--- src/rtl/seg7_pkg.sv ---
// seg7_pkg: segment code table shared by the 7-segment encoder and the
// scan decoder, so both sides agree on exactly one set of glyphs.
//   Segment order: bit6=g ... bit0=a, active-high.
//   SEG7_CODE_0..F : glyphs for hex digits 0-F
//   SEG7_BLANK     : all segments off
//   seg7_encode()  : nibble -> segment pattern
package seg7_pkg;

    localparam logic [6:0] SEG7_CODE_0 = 7'h3F;
    localparam logic [6:0] SEG7_CODE_1 = 7'h06;
    localparam logic [6:0] SEG7_CODE_2 = 7'h5B;
    localparam logic [6:0] SEG7_CODE_3 = 7'h4F;
    localparam logic [6:0] SEG7_CODE_4 = 7'h66;
    localparam logic [6:0] SEG7_CODE_5 = 7'h6D;
    localparam logic [6:0] SEG7_CODE_6 = 7'h7D;
    localparam logic [6:0] SEG7_CODE_7 = 7'h07;
    localparam logic [6:0] SEG7_CODE_8 = 7'h7F;
    localparam logic [6:0] SEG7_CODE_9 = 7'h6F;
    localparam logic [6:0] SEG7_CODE_A = 7'h77;
    localparam logic [6:0] SEG7_CODE_B = 7'h7C;
    localparam logic [6:0] SEG7_CODE_C = 7'h39;
    localparam logic [6:0] SEG7_CODE_D = 7'h5E;
    localparam logic [6:0] SEG7_CODE_E = 7'h79;
    localparam logic [6:0] SEG7_CODE_F = 7'h71;
    localparam logic [6:0] SEG7_BLANK  = 7'h00;

    function automatic logic [6:0] seg7_encode(input logic [3:0] nib);
        logic [6:0] seg;
        case (nib)
            4'h0:    seg = SEG7_CODE_0;
            4'h1:    seg = SEG7_CODE_1;
            4'h2:    seg = SEG7_CODE_2;
            4'h3:    seg = SEG7_CODE_3;
            4'h4:    seg = SEG7_CODE_4;
            4'h5:    seg = SEG7_CODE_5;
            4'h6:    seg = SEG7_CODE_6;
            4'h7:    seg = SEG7_CODE_7;
            4'h8:    seg = SEG7_CODE_8;
            4'h9:    seg = SEG7_CODE_9;
            4'hA:    seg = SEG7_CODE_A;
            4'hB:    seg = SEG7_CODE_B;
            4'hC:    seg = SEG7_CODE_C;
            4'hD:    seg = SEG7_CODE_D;
            4'hE:    seg = SEG7_CODE_E;
            default: seg = SEG7_CODE_F;
        endcase
        return seg;
    endfunction

endpackage

--- src/rtl/seg7_scan_decoder_if.sv ---
// seg7_scan_decoder_if: multiplexed 7-segment display bus.
//   seg_in  [6:0]        : segment lines, bit6=g ... bit0=a, active-high
//   dig_sel [DIGITS-1:0] : digit strobes, one-hot while a digit is lit
//   master : the scanner driving the display
//   slave  : an observer of the bus (the scan decoder)
interface seg7_scan_decoder_if #(
    parameter int DIGITS = 4
);
    logic [6:0]        seg_in;
    logic [DIGITS-1:0] dig_sel;

    modport master (output seg_in, output dig_sel);
    modport slave  (input  seg_in, input  dig_sel);
endinterface

--- src/rtl/seg7_pattern_decode.sv ---
// seg7_pattern_decode: combinational segment pattern to hex nibble.
//   seg    in  7 : segment pattern, bit6=g ... bit0=a
//   hit    out 1 : pattern is one of the 16 glyphs 0-F
//   nibble out 4 : decoded value, 0 when hit is low
module seg7_pattern_decode
    import seg7_pkg::*;
(
    input  logic [6:0] seg,
    output logic       hit,
    output logic [3:0] nibble
);

    always_comb begin
        hit    = 1'b1;
        nibble = 4'h0;
        case (seg)
            SEG7_CODE_0: nibble = 4'h0;
            SEG7_CODE_1: nibble = 4'h1;
            SEG7_CODE_2: nibble = 4'h2;
            SEG7_CODE_3: nibble = 4'h3;
            SEG7_CODE_4: nibble = 4'h4;
            SEG7_CODE_5: nibble = 4'h5;
            SEG7_CODE_6: nibble = 4'h6;
            SEG7_CODE_7: nibble = 4'h7;
            SEG7_CODE_8: nibble = 4'h8;
            SEG7_CODE_9: nibble = 4'h9;
            SEG7_CODE_A: nibble = 4'hA;
            SEG7_CODE_B: nibble = 4'hB;
            SEG7_CODE_C: nibble = 4'hC;
            SEG7_CODE_D: nibble = 4'hD;
            SEG7_CODE_E: nibble = 4'hE;
            SEG7_CODE_F: nibble = 4'hF;
            default:     hit    = 1'b0;
        endcase
    end

endmodule

--- src/rtl/seg7_scan_decoder.sv ---
// seg7_scan_decoder: recovers the hex value shown on each digit of a
// multiplexed 7-segment display bus (readback / self-test path).
//   clk         in  1          : clock, rising edge
//   rst         in  1          : synchronous active-high reset
//   bus         slave modport  : seg_in[6:0], dig_sel[DIGITS-1:0]
//   value_out   out 4*DIGITS   : nibble i = last decoded value of digit i
//   digit_valid out DIGITS     : digit i holds a legal decoded value
//   digit_err   out DIGITS     : last commit on digit i was illegal
//   update      out 1          : one-cycle pulse on every commit
// Optional feature: define SEG7_DEC_TIMEOUT_EN to add a per-digit refresh
// timeout that drops valid/err for a digit not re-committed within
// TIMEOUT_CYCLES cycles.
module seg7_scan_decoder
    import seg7_pkg::*;
#(
    parameter int DIGITS         = 4,
    parameter int STABLE_CYCLES  = 4,
    parameter int TIMEOUT_CYCLES = 65535
) (
    input  logic                    clk,
    input  logic                    rst,
    seg7_scan_decoder_if.slave      bus,
    output logic [4*DIGITS-1:0]     value_out,
    output logic [DIGITS-1:0]       digit_valid,
    output logic [DIGITS-1:0]       digit_err,
    output logic                    update
);

    if (DIGITS < 1 || DIGITS > 8) begin : g_bad_digits
        $error("seg7_scan_decoder: DIGITS must be 1..8");
    end
    if (STABLE_CYCLES < 2) begin : g_bad_stable
        $error("seg7_scan_decoder: STABLE_CYCLES must be >= 2");
    end
    if (TIMEOUT_CYCLES < 1) begin : g_bad_timeout
        $error("seg7_scan_decoder: TIMEOUT_CYCLES must be >= 1");
    end

    localparam int SW = DIGITS + 7;
    localparam int CW = $clog2(STABLE_CYCLES + 1);

    logic [SW-1:0]     s1, s2, s3;
    logic [CW-1:0]     cnt;
    logic [DIGITS-1:0] s2_dig;
    logic [6:0]        s2_seg;
    logic              sel_onehot;
    logic              same;
    logic              commit;
    logic [DIGITS-1:0] commit_vec;
    logic              dec_hit;
    logic [3:0]        dec_nib;

    assign s2_dig     = s2[SW-1:7];
    assign s2_seg     = s2[6:0];
    assign sel_onehot = $onehot(s2_dig);
    assign same       = (s2 == s3);
    // Fires only on the step into saturation, so a held sample commits once.
    assign commit     = sel_onehot && same && (cnt == CW'(STABLE_CYCLES - 1));
    assign commit_vec = commit ? s2_dig : '0;

    seg7_pattern_decode u_pattern_decode (
        .seg    (s2_seg),
        .hit    (dec_hit),
        .nibble (dec_nib)
    );

`ifdef SEG7_DEC_TIMEOUT_EN
    localparam int TW = $clog2(TIMEOUT_CYCLES + 1);

    logic [TW-1:0]     tcnt [DIGITS];
    logic [DIGITS-1:0] expire;

    always_comb begin
        expire = '0;
        for (int i = 0; i < DIGITS; i++) begin
            expire[i] = !commit_vec[i] && (tcnt[i] == TW'(TIMEOUT_CYCLES - 1));
        end
    end

    always_ff @(posedge clk) begin
        for (int i = 0; i < DIGITS; i++) begin
            if (rst || commit_vec[i]) begin
                tcnt[i] <= '0;
            end else if (tcnt[i] != TW'(TIMEOUT_CYCLES)) begin
                tcnt[i] <= tcnt[i] + 1'b1;
            end
        end
    end
`endif

    always_ff @(posedge clk) begin
        if (rst) begin
            s1          <= '0;
            s2          <= '0;
            s3          <= '0;
            cnt         <= '0;
            value_out   <= '0;
            digit_valid <= '0;
            digit_err   <= '0;
            update      <= 1'b0;
        end else begin
            s1     <= {bus.dig_sel, bus.seg_in};
            s2     <= s1;
            s3     <= s2;
            update <= commit;

            if (!sel_onehot) begin
                cnt <= '0;
            end else if (!same) begin
                cnt <= CW'(1);
            end else if (cnt != CW'(STABLE_CYCLES)) begin
                cnt <= cnt + 1'b1;
            end

`ifdef SEG7_DEC_TIMEOUT_EN
            for (int i = 0; i < DIGITS; i++) begin
                if (expire[i]) begin
                    digit_valid[i] <= 1'b0;
                    digit_err[i]   <= 1'b0;
                end
            end
`endif

            for (int i = 0; i < DIGITS; i++) begin
                if (commit_vec[i]) begin
                    if (dec_hit) begin
                        value_out[i*4 +: 4] <= dec_nib;
                        digit_valid[i]      <= 1'b1;
                        digit_err[i]        <= 1'b0;
                    end else begin
                        digit_valid[i]      <= 1'b0;
                        digit_err[i]        <= 1'b1;
                    end
                end
            end
        end
    end

endmodule

--- src/flat_wrapper.sv ---
// flat-port wrapper written by rule: the top's interface ports become plain ports
module seg7_scan_decoder_flat import seg7_pkg::*;
#(
    parameter int DIGITS         = 4,
    parameter int STABLE_CYCLES  = 4,
    parameter int TIMEOUT_CYCLES = 65535
)
  (clk, rst, value_out, digit_valid, digit_err, update, bus_seg_in, bus_dig_sel);
  seg7_scan_decoder_if #(.DIGITS(DIGITS)) bus_i ();
  input  logic clk;
  input  logic rst;
  output logic [4*DIGITS-1:0] value_out;
  output logic [DIGITS-1:0] digit_valid;
  output logic [DIGITS-1:0] digit_err;
  output logic update;
  input wire logic [$bits(bus_i.seg_in)-1:0] bus_seg_in;
  input wire logic [$bits(bus_i.dig_sel)-1:0] bus_dig_sel;
  assign bus_i.seg_in = bus_seg_in;
  assign bus_i.dig_sel = bus_dig_sel;
  seg7_scan_decoder #(.DIGITS(DIGITS), .STABLE_CYCLES(STABLE_CYCLES), .TIMEOUT_CYCLES(TIMEOUT_CYCLES)) u_core (.clk(clk), .rst(rst), .bus(bus_i), .value_out(value_out), .digit_valid(digit_valid), .digit_err(digit_err), .update(update));
endmodule
--- config.mk ---
export PLATFORM = sky130hd
export DESIGN_NAME = seg7_scan_decoder_flat
export DESIGN_NICKNAME = d
export VERILOG_FILES = /design/src/rtl/seg7_pkg.sv /design/src/rtl/seg7_scan_decoder_if.sv /design/src/rtl/seg7_pattern_decode.sv /design/src/rtl/seg7_scan_decoder.sv /design/src/flat_wrapper.sv
export SDC_FILE = /design/constraint.sdc
export NUM_CORES = 1
export LEC_CHECK = 0
export CAP_MARGIN = 10
export CELL_PAD_IN_SITES_DETAIL_PLACEMENT = 1
export CELL_PAD_IN_SITES_GLOBAL_PLACEMENT = 1
export CORE_MARGIN = 2
export CORE_UTILIZATION = 45
export DETAILED_ROUTE_END_ITERATION = 7
export PLACE_DENSITY_LB_ADDON = 0.2
export SYNTH_ARGS = -nofsm -noshare
export SYNTH_HDL_FRONTEND = slang
export SYNTH_HIERARCHICAL = 1
export SYNTH_SLANG_ARGS = --single-unit
--- constraint.sdc ---
create_clock -name clk -period 6.05 [get_ports clk]
set_input_delay 0.9075 -clock clk [delete_from_list [all_inputs] [get_ports clk]]
set_output_delay 0.9075 -clock clk [all_outputs]
set_load 0.03 [all_outputs]
After elaboration in Yosys (flattened, before gate mapping)
Index checks and enable logic that the tools add are counted. Widths: inputs -> output; s select.

Output and inout bits: 25. Register bits after elaboration: 61. Bits of input ports: 13. Logic and storage cells: 61.

Add/subtract/negate cells: 4. Equality and inequality tests: 21. Bitwise logic cells: 2. Mux-type cells: 7. Reduce and logical (&&, ||, !) cells: 9.

Operators with widths (number): $eq 7x7->1 const B (12); $pmux 4 s15 (1); $reduce_or 16->1 (1); $eq 7x3->1 const B (2); $eq 7x6->1 const B (2); $eq 11x11->1 (1); $reduce_and 2->1 (4); $mux 1 (5); $add 1x1->2 (2); $mux 4 (1); $add 3x1->3 const B (1); $add 3x3->3 (1); $eq 3x1->1 const B (1); $eq 3x2->1 const B (1); $ne 3x3->1 const B (1); $reduce_or 3->1 (1); $logic_and 1x1->1 (2); $ne 2x2->1 const B (1); $not 1->1 (2); $reduce_or 2->1 (1).

Longest topological paths before layout
Depth in word-level cells: 7. Gate-level depth with buffers: 11. Depth with buffers taken out: 9.

Hierarchy
The synthesis kept the hierarchy.

Modules (own cells, without submodules): seg7_scan_decoder (area an instance 2366.0 µm², seq. area each 1221.2 µm², instances 1, cells each 220); seg7_pattern_decode (area an instance 387.9 µm², seq. area each 0.0 µm², instances 1, cells each 59).

Worst setup path after synthesis
OpenSTA, ideal clock, no wires.

Kind: register to register. From: register u_core.s2[7]. To: register u_core.value_out[10]. Path buffers: 1. Data required time: 5.928 ns. Data arrival time: 2.407 ns. Slack: 3.522 ns. Cell stages (with the launch flop): 11. Setup time: 0.122 ns. Clock period less this slack: 2.528 ns. Cell sequence: dfxtp_1 inv_1 fa_1 inv_1 ha_1 ha_1 nand4bb_1 buf_1 nor4_1 nand4_2 mux2i_1.

Longest elaborated chain between the ends: 7. Elaborated cells between the ends (all ways): 8. Classes of those cells: add/sub (2); eq/ne (2); mux (1); reduce/logical (3).

RTL lines: from (decl) (line seg7_scan_decoder.sv:42) `logic [SW-1:0] s1, s2, s3;`; from (signal assigned) (line seg7_scan_decoder.sv:94) `s2 <= '0;`; from (signal assigned) (line seg7_scan_decoder.sv:103) `s2 <= s1;`; $add 1x1->2 (implied by the code) (line seg7_scan_decoder.sv:55) `assign sel_onehot = $onehot(s2_dig);`; $add 3x3->3 (implied by the code) (line seg7_scan_decoder.sv:55); $eq 3x1->1 (line seg7_scan_decoder.sv:55); $logic_and 1x1->1 (*) (2 in a row) (line seg7_scan_decoder.sv:58) `assign commit = sel_onehot && same && (cnt == CW'(STABLE_CYCLES - 1));`; $mux 4 (*) (line seg7_scan_decoder.sv:59) `assign commit_vec = commit ? s2_dig : '0;`; $reduce_and 2->1 (no line) (*); to (signal, indexed assignment) (line seg7_scan_decoder.sv:127) `value_out[i*4 +: 4] <= dec_nib;`; to (decl) (line seg7_scan_decoder.sv:23) `output logic [4*DIGITS-1:0] value_out,`.

Mark *: on every way between the ends. The rest lies on a longest branch, timed or not. A chain may end at the register's enable or synchronous reset.

Final worst setup path
From: register u_core.s2[7]. To: register u_core.value_out[0].

Longest elaborated chain between the ends: 7. Elaborated cells between the ends (all ways): 8. Classes of those cells: add/sub (2); eq/ne (2); mux (1); reduce/logical (3).

RTL lines (line): $add 1x1->2 (implied by the code) (seg7_scan_decoder.sv:55); $add 3x3->3 (implied by the code) (seg7_scan_decoder.sv:55); $eq 3x1->1 (seg7_scan_decoder.sv:55); $logic_and 1x1->1 (2 in a row) (seg7_scan_decoder.sv:58); $mux 4 (*) (seg7_scan_decoder.sv:59); $reduce_and 2->1 (no line) (*).

Marks and branches as above.

==> flow_summary.toml <==
[outcome]
outcome = "finished clean"

[worst_hold_path]
hold_path_depth = 1
hold_path.startpoint = "u_core/s1[3]$_SDFF_PP0_"
holdPathEnd = "u_core/s2[3]$_SDFF_PP0_"
hold_class = "flop to flop"

[worst_setup_path]
crit_chain = "inv_1 -> fa_1 -> inv_1 -> ha_1 -> ha_1 -> nand4bb_1 -> nor4_1 -> and4_1 -> mux2i_1"
reg2reg_depth = 9
reg2reg_to = "u_core/value_out[0]$_SDFFE_PP0P_"
max_stage_delay_ns = 0.54
crit_family = "simple AND/OR/NAND/NOR gates"
worstSetupPathType = "flop to flop"
cp-end-kind = "flop"
path_depth = 9
crit_required_ns = 6.31
worstPathMaxFanout = 8
r2r_slack_ns = 3.15
r2r_start = "u_core/s2[7]$_SDFF_PP0_"
startpoint_type = "flop"
arrival_ns = 3.16
critPathBufInv = 2
cpMaxStageDelayCell = "fa_1"

[yosys]
synth_edf_count = 0
yosysUniqueCellTypes = 42
synth_compound_area_share_pct = 4.225
synthAdderAreaFrac_pct = 2.999
synth_top_family_by_area = "simple AND/OR/NAND/NOR gates"
synth_cells = 279
synth_area_leaders = "dfxtp_1, mux2i_1, nand2b_1"
synthArstFlopShare_pct = 0
muxShareOfSynthArea_pct = 8.723
seq_area_frac_synth_pct = 44.34
synth.top_cell.area_share_pct = 44.34
ys_ff_latch = 61
synth_xor_area_share_pct = 3.816
synth.avg_cell_area_um2 = 9.871
synth_warnings = 6
syn_nets = 298
synth.largest_area_cell = "dfxtp_1"
synth_simple_gate_area_share_pct = 30.94
synth_ff_type = "dfxtp_1"
synth_area_um2 = 2754
synth_commonest_cells = "dfxtp_1, nand2b_1, nor2b_1"
yosysMostFrequentCell = "dfxtp_1"

[detailed_routing]
drt_iter0_drc = 127
via_per_inst = 5.297
drc_errors = 0
vias = 2066
wl_per_cell_um = 14.84
antenna_left = 0
first_pass_iters = 4
wl_um = 5789

[placement]
gp_congestion = 0.7970
dp_hpwl_um = 3960
placed_cell_area_um2 = 3118
portBuffers = 37

[final_layout]
final-seq-area_um2 = 1221
area_growth_pct = 22.17
multi_input_area_um2 = 1396
diodes = 0
nets = 330
fill_cells = 672
drive_gt1_share_pct = 8.254
design_area_um2 = 3364

[cts]
clock_sinks = 61
cts_hold_buf = 0
path_clk_slew_ns = 0.06
cts_resized = 0
tritoncts = "done"
numCtsBuffers = 9
cts_buffer_depth = 2
clock_latency_ns = 0.33
ctsHtreeMaxLevel = 3
cts_root_buffer = "clkbuf_8"
postCtsSetupRepairBufs = 0

[timing]
fin_crit_ns = 2.903
max_freq_mhz = 344.5
finalSetupViolations = 0
period_share_pct = 47.98
rsz0062_at_grt = "no"
hold_violations = 0
drv_slew = 0
tightest_slew_ns = 0.9728
fin_setup_tns_ns = 0
slew_headroom_pct = 35.15
skew_ns = 0.006466

[grt]
groute.usage.overall_pct = 18.77
grt-ovfl-total = 0
antenna_found_initial = 0
grt_pass1_wl_um = 9404
grt_pass1_vias = 2012
grt_start_max_net_pins = 65

[pwr]
power.leakage_nw = 1.372
powerDensity_nw_per_um2 = 273.1
vdd_drop_max_v = 0.0001742

[run]
maxCapViolCount = 0

[floorplanning]
die_w_um = 82.23
fp.dieH_um = 82.23
die_area_um2 = 6762
rows = 28
io-pin-count = 38
core_area_um2 = 5921
start_util_pct = 46.51
==> worst register-to-register path: cells and delay by family (launching register included) <==
family / cells / cell delay, ns
and+or+nand+nor: 3 / 1.10
adders and majority gates: 3 / 1.01
DFF: 1 / 0.36
muxes: 1 / 0.22
buffers and inverters: 2 / 0.15
==> metal layers <==
| metal | up-vias | global-route usage [%] | share of wire, % |
|---|---|---|---|
| met3 | 13 | 4.239 | 2.6 |
| met2 | 42 | 30.89 | 47 |
| met5 | - | 0 | 0 |
| met1 | 995 | 22.54 | 48 |
| met4 | 0 | 10.50 | 2.3 |
| li1 | 1016 | - | - |
==> stage by stage <==
stage | hold WS [ns] | total power, mW | util, % | worst slack (ns) | std cells
after floorplan | 0.4138 | 0.4691 | - | 3.522 | 279
after CTS | 0.4421 | 0.9323 | 56.83 | 3.160 | 390
after detailed placement | 0.4273 | 0.4851 | 52.66 | 3.202 | 375
final | 0.4387 | 0.9188 | 56.83 | 3.147 | 390
after global placement | 0.4182 | 0.4832 | 52.66 | 3.282 | 375
after global routing | 0.4561 | 0.9572 | 56.83 | 2.943 | 390
==> registers in the layout, indices dropped and copies added, names as in the netlist <==
name	count
u_core/cnt	3
u_core/s2	11
u_core/value_out	16
u_core/s1	11
u_core/s3	11
u_core/update	1
u_core/digit_valid	4
u_core/digit_err	4
==> cells by family (layout without fill, tap and decap cells) <==
logic type                 Yosys count  in the layout
buffers and inverters               27             63
DFF                                 61             61
and+or+nand+nor                    129            129
adders and majority gates            6              6
muxes                               24             24
AOI/OAI and AO/OA                   20             20
xor gates and xnor gates            12             12
==> cell type report <==
cell class,count,share of cell area [%]
Timing Repair Buffer,37,10.86
Clock buffer,11,4.500
Multi-Input combinational cell,191,41.50
Inverter,11,1.227
Tap cell,75,2.789
Clock inverter,4,2.826
Sequential cell,61,36.30
==> how the worst max path moves through the flow <==
stage                       startpoint                                end  slack (ns)
2_1_floorplan  u_core/s2[7]$_SDFF_PP0_  u_core/value_out[10]$_SDFFE_PP0P_        3.52
3_3_place_gp   u_core/s2[8]$_SDFF_PP0_   u_core/value_out[5]$_SDFFE_PP0P_        3.28
3_5_place_dp   u_core/s2[7]$_SDFF_PP0_   u_core/value_out[0]$_SDFFE_PP0P_        3.20
4_1_cts        u_core/s2[7]$_SDFF_PP0_   u_core/value_out[0]$_SDFFE_PP0P_        3.16
5_1_grt        u_core/s2[8]$_SDFF_PP0_   u_core/value_out[2]$_SDFFE_PP0P_        2.94
6_report       u_core/s2[7]$_SDFF_PP0_   u_core/value_out[0]$_SDFFE_PP0P_        3.15
==> layout by cell type (no fill, tap or decap), drive strengths merged, types with 2 or more instances in the layout <==
cell           Yosys  final
dfxtp             61     61
clkdlybuf4s50      0     36
nand2b            33     33
nor2b             30     30
mux2i             24     24
nor4              12     12
clkbuf             7     11
inv               11     11
xor2              11     11
nand2             11     11
nor2               7      7
a21oi              7      7
nand4              7      7
nand3              6      6
o21ai              6      6
ha                 5      5
bufinv             0      3
nand4bb            3      3
nor4b              3      3
or3b               3      3
nor3b              3      3
or2                2      2
o211ai             2      2
a31oi              2      2
nand4b             2      2
and4               2      2
==> power by group <==
group	total [mW]	internal, mW	switching, mW
combinational	0.0558	0.0258	0.0299
sequential	0.421	0.411	0.00987
clock	0.442	0.293	0.149
total	0.919	0.730	0.189
(Power assumes the default switching activity.)
